$ cat src/rtl/avgpool2d_bwd.sv
// Streaming average-pool backward: accumulates rounded grad/(K*K) over each
// pooling window into an input-gradient buffer, then drains it in raster order.
module avgpool2d_bwd #(
  parameter int    CH        = 1,
  parameter int    IN_H      = 2,
  parameter int    IN_W      = 2,
  parameter int    K         = 2,
  parameter int    STRIDE    = 2,
  parameter int    WIDTH     = 16,
  parameter string precision = "Q8.8"
) (
  input  logic             clk,
  input  logic             rst,
  input  logic             in_valid,
  output logic             in_ready,
  input  logic [WIDTH-1:0] in_data,
  output logic             out_valid,
  input  logic             out_ready,
  output logic [WIDTH-1:0] out_data,
  output logic             out_last
);
  // state | meaning
  // ACCUM | accepting output-gradient elements, accumulating into the buffer
  // DRAIN | streaming the saturated buffer out, no input accepted

  localparam int OUT_H = (IN_H - K) / STRIDE + 1;
  localparam int OUT_W = (IN_W - K) / STRIDE + 1;
  localparam int DENOM = K * K;
  localparam int N_OUT = CH * IN_H * IN_W;
  localparam int KS    = (K + STRIDE - 1) / STRIDE;
  localparam int ACC_W = WIDTH + $clog2(KS * KS) + 1;
  localparam int CW    = (CH > 1) ? $clog2(CH) : 1;
  localparam int HW    = (OUT_H > 1) ? $clog2(OUT_H) : 1;
  localparam int WW    = (OUT_W > 1) ? $clog2(OUT_W) : 1;
  localparam int OW    = (N_OUT > 1) ? $clog2(N_OUT) : 1;
  localparam logic [CW-1:0] C_LAST = CW'(CH - 1);
  localparam logic [HW-1:0] H_LAST = HW'(OUT_H - 1);
  localparam logic [WW-1:0] W_LAST = WW'(OUT_W - 1);
  localparam logic [OW-1:0] O_LAST = OW'(N_OUT - 1);

  typedef enum logic {ACCUM, DRAIN} state_t;

  state_t                  state, state_nxt;
  logic [CW-1:0]           ic, ic_nxt;
  logic [HW-1:0]           ioh, ioh_nxt;
  logic [WW-1:0]           iow, iow_nxt;
  logic [OW-1:0]           oidx, oidx_nxt;
  logic signed [ACC_W-1:0] acc     [N_OUT];
  logic signed [ACC_W-1:0] acc_nxt [N_OUT];
  logic                    in_fire, out_fire, in_last, drain_done;
  logic                    neg;
  logic [WIDTH:0]          ext, mag;
  logic [WIDTH+1:0]        rsum, quo;
  logic signed [ACC_W-1:0] s_abs, s;
  int                      bh, bw;

  function automatic logic [WIDTH-1:0] sat(input logic signed [ACC_W-1:0] a);
    logic [ACC_W-WIDTH:0] top;
    top = a[ACC_W-1:WIDTH-1];
    if ((&top) || ~(|top)) return a[WIDTH-1:0];
    else if (a[ACC_W-1])   return {1'b1, {(WIDTH-1){1'b0}}};
    else                   return {1'b0, {(WIDTH-1){1'b1}}};
  endfunction

  // Round half away from zero; magnitude is one bit wider so the most
  // negative input divides exactly.
  always_comb begin
    neg   = in_data[WIDTH-1];
    ext   = {in_data[WIDTH-1], in_data};
    mag   = neg ? -ext : ext;
    rsum  = {1'b0, mag} + (WIDTH+2)'(DENOM / 2);
    quo   = rsum / (WIDTH+2)'(DENOM);
    s_abs = ACC_W'(quo);
    s     = neg ? -s_abs : s_abs;
  end

  always_comb begin
    state_nxt  = state;
    in_ready   = (state == ACCUM);
    out_valid  = (state == DRAIN);
    in_fire    = in_valid & in_ready;
    out_fire   = out_valid & out_ready;
    in_last    = (ic == C_LAST) && (ioh == H_LAST) && (iow == W_LAST);
    drain_done = out_fire && (oidx == O_LAST);
    ic_nxt     = ic;
    ioh_nxt    = ioh;
    iow_nxt    = iow;
    oidx_nxt   = '0;
    case (state)
      ACCUM: begin
        if (in_fire) begin
          iow_nxt = (iow == W_LAST) ? '0 : iow + 1'b1;
          if (iow == W_LAST) begin
            ioh_nxt = (ioh == H_LAST) ? '0 : ioh + 1'b1;
            if (ioh == H_LAST) ic_nxt = (ic == C_LAST) ? '0 : ic + 1'b1;
          end
          if (in_last) state_nxt = DRAIN;
        end
      end
      DRAIN: begin
        oidx_nxt = oidx;
        if (out_fire) oidx_nxt = (oidx == O_LAST) ? '0 : oidx + 1'b1;
        if (drain_done) begin
          state_nxt = ACCUM;
          ic_nxt    = '0;
          ioh_nxt   = '0;
          iow_nxt   = '0;
        end
      end
      default: state_nxt = ACCUM;
    endcase
  end

  // Every buffer cell covered by the current window takes s in one cycle.
  always_comb begin
    bh = int'(ioh) * STRIDE;
    bw = int'(iow) * STRIDE;
    for (int p = 0; p < N_OUT; p++) begin
      acc_nxt[p] = acc[p];
      if (drain_done)
        acc_nxt[p] = '0;
      else if (in_fire && (int'(ic) == p / (IN_H * IN_W)) &&
               ((p / IN_W) % IN_H >= bh) && ((p / IN_W) % IN_H < bh + K) &&
               (p % IN_W >= bw) && (p % IN_W < bw + K))
        acc_nxt[p] = acc[p] + s;
    end
  end

  // out_data is loaded from the next buffer image so the final accumulation
  // is already visible in element 0.
  always_ff @(posedge clk) begin
    if (rst) begin
      state    <= ACCUM;
      ic       <= '0;
      ioh      <= '0;
      iow      <= '0;
      oidx     <= '0;
      out_data <= '0;
      out_last <= 1'b0;
      for (int p = 0; p < N_OUT; p++) acc[p] <= '0;
    end else begin
      state    <= state_nxt;
      ic       <= ic_nxt;
      ioh      <= ioh_nxt;
      iow      <= iow_nxt;
      oidx     <= oidx_nxt;
      out_data <= (state_nxt == DRAIN) ? sat(acc_nxt[oidx_nxt]) : '0;
      out_last <= (state_nxt == DRAIN) && (oidx_nxt == O_LAST);
      for (int p = 0; p < N_OUT; p++) acc[p] <= acc_nxt[p];
    end
  end

endmodule

$ cat config.mk
export PLATFORM = sky130hd
export DESIGN_NAME = avgpool2d_bwd
export DESIGN_NICKNAME = d
export VERILOG_FILES = /design/src/rtl/avgpool2d_bwd.sv
export SDC_FILE = /design/constraint.sdc
export NUM_CORES = 1
export LEC_CHECK = 0
export CORE_ASPECT_RATIO = 1.4
export CORE_MARGIN = 2
export CORE_UTILIZATION = 60
export DETAILED_ROUTE_END_ITERATION = 12
export PLACE_DENSITY_LB_ADDON = 0.2
export SKIP_CTS_REPAIR_TIMING = 1
export SLEW_MARGIN = 20
export SYNTH_ARGS = -nofsm -noshare
export SYNTH_HDL_FRONTEND = slang
export SYNTH_SLANG_ARGS = --single-unit
$ cat constraint.sdc
create_clock -name clk -period 9 [get_ports clk]
set_input_delay 1.8 -clock clk [delete_from_list [all_inputs] [get_ports clk]]
set_output_delay 1.8 -clock clk [all_outputs]
set_load 0.005 [all_outputs]
[Word-level counts from Yosys, hierarchy flattened]
Memory sizes are Yosys's and may differ from the RTL's.
Index checks and enable logic that the tools add are counted.
Word-level totals
  bits in registers: 23
  bits in writable memories: 68
  input port bits: 20
  output and inout bits: 19
  logic and storage cells: 116
  memories kept: 1
Memories
  acc: depth 4, width 17, rd ports 4, clocked after memory_dff 0, write ports 4, line 48  | logic signed [ACC_W-1:0] acc [N_OUT];
Operators by class
  add/subtract/negate cells: 13
  $lt $le $gt $ge: 9
  eq/ne operators: 6
  multiplexer cells: 42
  bitwise gates (word level): 14
  reduce and logical (&&, ||, !) cells: 24
Operator list (number)
  $mux 17: 16
  $add 17x17->17: 4
  $lt 1x32->1 const A: 2
  $bmux 17 s2: 1
  $mux 16: 2
  $add 17x2->18 const B: 1
  $logic_and 1x1->1: 17
  $neg 16->17: 1
  $neg 17->17: 1
  $mux 1: 16
  $ge 1x2->1 const A: 4
  $pmux 1 s2: 4
  $not 1->1: 7
  $add 2x2->3 const B: 2
  $lt 1x3->1 const A: 2
  $mux 2: 3
  $eq 2x2->1 const B: 2
  $ne 2x1->1 const B: 2
  $ne 2x2->1 const B: 2
  $or 1x1->1: 4
  $reduce_and 2->1: 2
  $reduce_and 4->1: 1
  $reduce_or 2->1: 2
  $add 1x1->1 const B: 3
  6 further kinds: 7

[Logic depth before layout (Yosys ltp)]
  depth after elaboration: 16
  mapped depth: 27
  gate-level depth less buffers: 24

[Worst setup path after synthesis]
Ideal clock, no wire load.
  kind: input to register
  start point: input port in_data[15]
  end point: register out_data[3]
  library setup time: 0.119 ns
  arrival time: 7.221 ns
  data required time: 8.881 ns
  path slack: 1.659 ns
  stages on the path: 24
  path through: buf_2 clkbuf_1 clkbuf_1 clkbuf_1 a21o_1 ha_1 nand3b_1 or4b_4 or3_1 a21o_1 or2_2 o21ai_0 xnor2_1 ha_1 inv_1 o22ai_1 nor3_1 o21ai_0 a41o_1 mux2_2 a221o_1 o21ai_4 buf_6 a21oi_1
Between the ends
  word-level cells in the longest chain between the ends: 15
  elaborated cells on any way between the ends: 26
  classes of those cells: add/sub: 7; mux: 15; bitwise: 1; reduce/logical: 3
Ends and longest elaborated chain
  from (decl): line 16  | input logic [WIDTH-1:0] in_data,
  $neg 17->17: line 70  | mag = neg ? -ext : ext;
  $mux 17: line 70
  $add 17x2->18: line 71  | rsum = {1'b0, mag} + (WIDTH+2)'(DENOM / 2);
  $neg 16->17: line 74  | s = neg ? -s_abs : s_abs;
  $mux 17 (*): line 74
  $add 17x17->17: line 125  | acc_nxt[p] = acc[p] + s;
  $mux 17: line 122  | else if (in_fire && (int'(ic) == p / (IN_H * IN_W)) &&
  $mux 17: line 120  | if (drain_done)
  $bmux 17 s2 (*): line 147  | out_data <= (state_nxt == DRAIN) ? sat(acc_nxt[oidx_nxt]) : '0;
  $mux 17 (implied by the code) (*) (2 in series): line 147
  $reduce_or 2->1: line 60  | if ((&top) || ~(|top)) return a[WIDTH-1:0];
  $not 1->1: line 60
  $logic_or 1x1->1: line 60
  $mux 16 (*): line 60
  to (signal assigned): line 147
  to (decl): line 19  | output logic [WIDTH-1:0] out_data,
Mark *: on every way between the ends. The rest lies on a longest branch, timed or not. The select of a mux whose other input is x is not followed.
A chain may end at the register's enable or synchronous reset.

[Final worst setup path]
  start point: input port in_data[2]
  end point: register out_data[3]
Between the ends
  word-level cells in the longest chain between the ends: 15
  elaborated cells on any way between the ends: 26
  classes of those cells: add/sub: 7; mux: 15; bitwise: 1; reduce/logical: 3
Ends and longest elaborated chain (line)
  $neg 17->17: 70
  $mux 17 (*): 70
  $add 17x2->18 (*): 71
  $neg 16->17: 74
  $mux 17 (*): 74
  $add 17x17->17: 125
  $mux 17: 122
  $mux 17: 120
  $bmux 17 s2 (*): 147
  $mux 17 (implied by the code) (*) (2 in series): 147
  $reduce_or 2->1: 60
  $not 1->1: 60
  $logic_or 1x1->1: 60
  $mux 16 (*): 60
Marks and branches as above.

==> run summary <==
Tot GR Track Use - 30.2%
final worst path period need - 7.98 ns
post-layout power - 0.00166 W
synth-to-layout area growth - 10.7%
type of the most critical hold path - reg2reg
capture point of the worst path - out_data[3]
Placement Rows - 48
setup_tns - 0 ns
number of nets in the finished design - 1121
count of mapped cells out of synthesis - 1012
area of the core - 12400 sq um
R2R cell count - 12
number of antenna violations at the first check in global routing - 0
post-detailed-route count of antenna-violating nets - 0
critical path data arrival time - 8.24 ns
average size of a mapped cell - 7.52 sq um
count of buffers from port buffering - 38
drt drc - 0
final number of max-transition violations - 0
met2 capacity usage during global routing - 52.0%
HPWL after DPL - 14700 um
required time at the worst-slack endpoint - 9.26 ns
worst ir drop on vdd - 85.5 uV
crit path max fanout - 15
# Max-Cap Violations - 0
iteration-0 DRC count of the detailed router - 423
share of Yosys cell area claimed by the top area cell type - 23.2%
first element of the critical path - in_data[2]
H-tree levels - 3
result of the run - complete, no violations
Initial Utilization - 61.5%
number of flops mapped to enable cells by yosys - 0
reg-to-reg endpoint - out_data[3]
cell at the root of the clock tree - sky130_fd_sc_hd__clkbuf_16
Avg Vias per Cell - 6.26
pin count of the biggest net entering global routing - 58
final hold violations - 0
Antenna diodes - 0
RSZ-0062 raised after global routing - false
warnings from Yosys - 0
clock buffers created by TritonCTS - 9
commonest cells after routing, fill and taps aside - 118 x sky130_fd_sc_hd__nand2_1, 107 x sky130_fd_sc_hd__a21oi_1, 88 x sky130_fd_sc_hd__dfxtp_1, 87 x sky130_fd_sc_hd__nor2_1, 68 x sky130_fd_sc_hd__ha_1
CTS Sinks - 88
average routed wire per standard cell - 16.9 um
Slew headroom - 31.6%
final weighted congestion in routability-driven placement - 0.974
clock slew seen by the registers of the worst setup and hold paths - 0.06 ns
routing usage on met3 - 4.52%
Ports - 39
met1 track utilization from global routing - 37.3%
die extent in y - 137 um
achievable clock frequency - 0.125 GHz
clock tree from TritonCTS - yes
Critical Path End Type - register
share of flip-flops with an asynchronous set or reset - 0%
launching element type of the critical path - input port
Leak - 3.48 nW
reg-to-reg slack, setup - 5.12 ns
final worst path period share - 88.6%
kind of critical path - in2reg
most used flip-flop cell after synthesis - sky130_fd_sc_hd__dfxtp_1
startpoint of the worst-slack reg-to-reg timing path - acc[0][0]
Synth Net Count - 1104
sequential fraction of the synthesis area - 23.2%
largest cells by area after synthesis - sky130_fd_sc_hd__dfxtp_1 23%, sky130_fd_sc_hd__ha_1 11%, sky130_fd_sc_hd__a21oi_1 7.0%
setup clock skew after layout - 0.00876 ns
cell taking the most area after synthesis - sky130_fd_sc_hd__dfxtp_1
number of global-route vias before repair - 7075
fraction of layout instances using a drive strength above 1 - 5.22%
combined area of all synthesized cells - 7610 sq um
instance count along the most critical hold path - 2
clock latency of the later-clocked register in the worst-skew pair - 0.35 ns
total of flip-flops plus latches after synthesis - 88
number of vias after detailed routing - 7410
Netlist cell types - 68
Tightest Pin Transition - 1.02 ns
busiest layer in global routing - met2
global-route wire length before repair - 33400 um
maximum count of clock buffers along a single path - 2
most common cell after layout, fill and taps aside - sky130_fd_sc_hd__nand2_1
Die Span X - 99.2 um
die outline area - 13600 sq um
hold path startpoint - acc[2][0]
Overflow after GRT - 0
power density of the placed cells - 197 nW/um^2
final WL - 20000 um
final-report setup violation count - 0
total iterations of the first detailed-routing run - 5
-- cell type report --
class / instances / area, sq um
Fill cell: 1069 / 3950
Sequential cell: 88 / 1760
Tap cell: 150 / 188
Clock inverter: 3 / 65.1
Timing Repair Buffer: 57 / 523
Clock buffer: 13 / 250
Inverter: 39 / 146
Multi-Input combinational cell: 834 / 5490
-- synth_stat cells (3+ instances only) --
cell type                   number
sky130_fd_sc_hd__nand2_1       119
sky130_fd_sc_hd__a21oi_1       107
sky130_fd_sc_hd__dfxtp_1        88
sky130_fd_sc_hd__nor2_1         87
sky130_fd_sc_hd__ha_1           68
sky130_fd_sc_hd__o21ai_0        58
sky130_fd_sc_hd__xnor2_1        41
sky130_fd_sc_hd__inv_1          39
sky130_fd_sc_hd__clkbuf_1       38
sky130_fd_sc_hd__xor2_1         35
sky130_fd_sc_hd__nor3_1         32
sky130_fd_sc_hd__a31oi_1        21
sky130_fd_sc_hd__or3_1          20
sky130_fd_sc_hd__nand3_1        19
sky130_fd_sc_hd__a211oi_1       17
sky130_fd_sc_hd__a21o_1         16
sky130_fd_sc_hd__nor2b_1        16
sky130_fd_sc_hd__mux2i_1        14
sky130_fd_sc_hd__o31ai_1        14
sky130_fd_sc_hd__nand2b_1       13
sky130_fd_sc_hd__o21a_1         10
sky130_fd_sc_hd__o211ai_1        9
sky130_fd_sc_hd__and2_1          8
sky130_fd_sc_hd__nor4_1          8
sky130_fd_sc_hd__o21bai_1        8
sky130_fd_sc_hd__o41ai_1         8
sky130_fd_sc_hd__nand4_1         7
sky130_fd_sc_hd__or4_1           7
sky130_fd_sc_hd__and3_1          5
sky130_fd_sc_hd__buf_1           5
sky130_fd_sc_hd__or2_2           5
sky130_fd_sc_hd__and4_1          4
sky130_fd_sc_hd__buf_6           4
sky130_fd_sc_hd__fa_1            4
sky130_fd_sc_hd__mux2_2          4
sky130_fd_sc_hd__nand3b_1        4
sky130_fd_sc_hd__o31a_1          4
sky130_fd_sc_hd__buf_2           3
sky130_fd_sc_hd__o2111ai_1       3
sky130_fd_sc_hd__o22ai_1         3
sky130_fd_sc_hd__or3b_2          3
-- worst min-delay path by stage --
stage               slack [ns]         end
global route              0.50  acc[3][11]
detailed placement        0.47  acc[1][10]
global placement          0.46  acc[1][10]
floorplan                 0.45   acc[2][4]
CTS                       0.48  acc[1][10]
finish                    0.48   acc[2][0]
-- worst max-delay path, cell delays in order --
cell                              delay [ns]
sky130_fd_sc_hd__clkdlybuf4s50_1        0.55
sky130_fd_sc_hd__or3_1                  0.59
sky130_fd_sc_hd__o41ai_1                0.44
sky130_fd_sc_hd__xor2_1                 0.24
sky130_fd_sc_hd__or4b_4                 0.55
sky130_fd_sc_hd__or3_1                  0.39
sky130_fd_sc_hd__a21o_1                 0.21
sky130_fd_sc_hd__or2_2                  0.29
sky130_fd_sc_hd__o21ai_0                0.22
sky130_fd_sc_hd__xnor2_1                0.27
sky130_fd_sc_hd__ha_1                   0.38
sky130_fd_sc_hd__inv_1                  0.12
sky130_fd_sc_hd__o22ai_1                0.09
sky130_fd_sc_hd__nor3_1                 0.18
sky130_fd_sc_hd__o21ai_0                0.15
sky130_fd_sc_hd__a41o_1                 0.33
sky130_fd_sc_hd__mux2i_1                0.14
sky130_fd_sc_hd__o31ai_1                0.24
sky130_fd_sc_hd__a221o_1                0.23
sky130_fd_sc_hd__nand3_1                0.48
sky130_fd_sc_hd__a21oi_1                0.31
-- power by group --
| part | switching [W] | internal (W) | leakage (nW) |
|---|---|---|---|
| clock network | 0.000151 | 0.000251 | 0.154 |
| logic | 0.000437 | 0.000330 | 2.60 |
| registers | 0.0000406 | 0.000448 | 0.722 |
-- stage by stage --
step           area (sq um)  utilization (%)  instances  setup slack [ns]  hold WS (ns)
3_5_place_dp           8110             65.5       1168             0.811         0.468
2_1_floorplan          7610                -       1012              1.66         0.449
4_1_cts                8420             68.1       1184              1.10         0.477
6_report               8420             68.1       1184              1.02         0.476
3_3_place_gp           8110             65.5       1168             0.909         0.461
5_1_grt                8420             68.1       1184             0.426         0.497
-- logic make-up after synthesis --
kind of cell	count (synthesis)	synth area share (%)
simple gates	366	23.3
compound gates	301	24.9
buf+inv	90	4.90
flops	88	23.2
xor+xnor	76	8.75
fa+ha+maj	72	12.2
mux	19	2.73
-- registers in the layout (all words and copies together) (netlist names) --
name       cells
oidx           2
out_last       1
out_data      16
out_valid      1
acc           68
-- routing by layer --
metal	vias up	wire length, um
li1	3697	-
met1	3421	8390
met2	237	9840
met3	55	1060
met4	0	699
met5	-	0
Power figures use the tool's default switching activity.
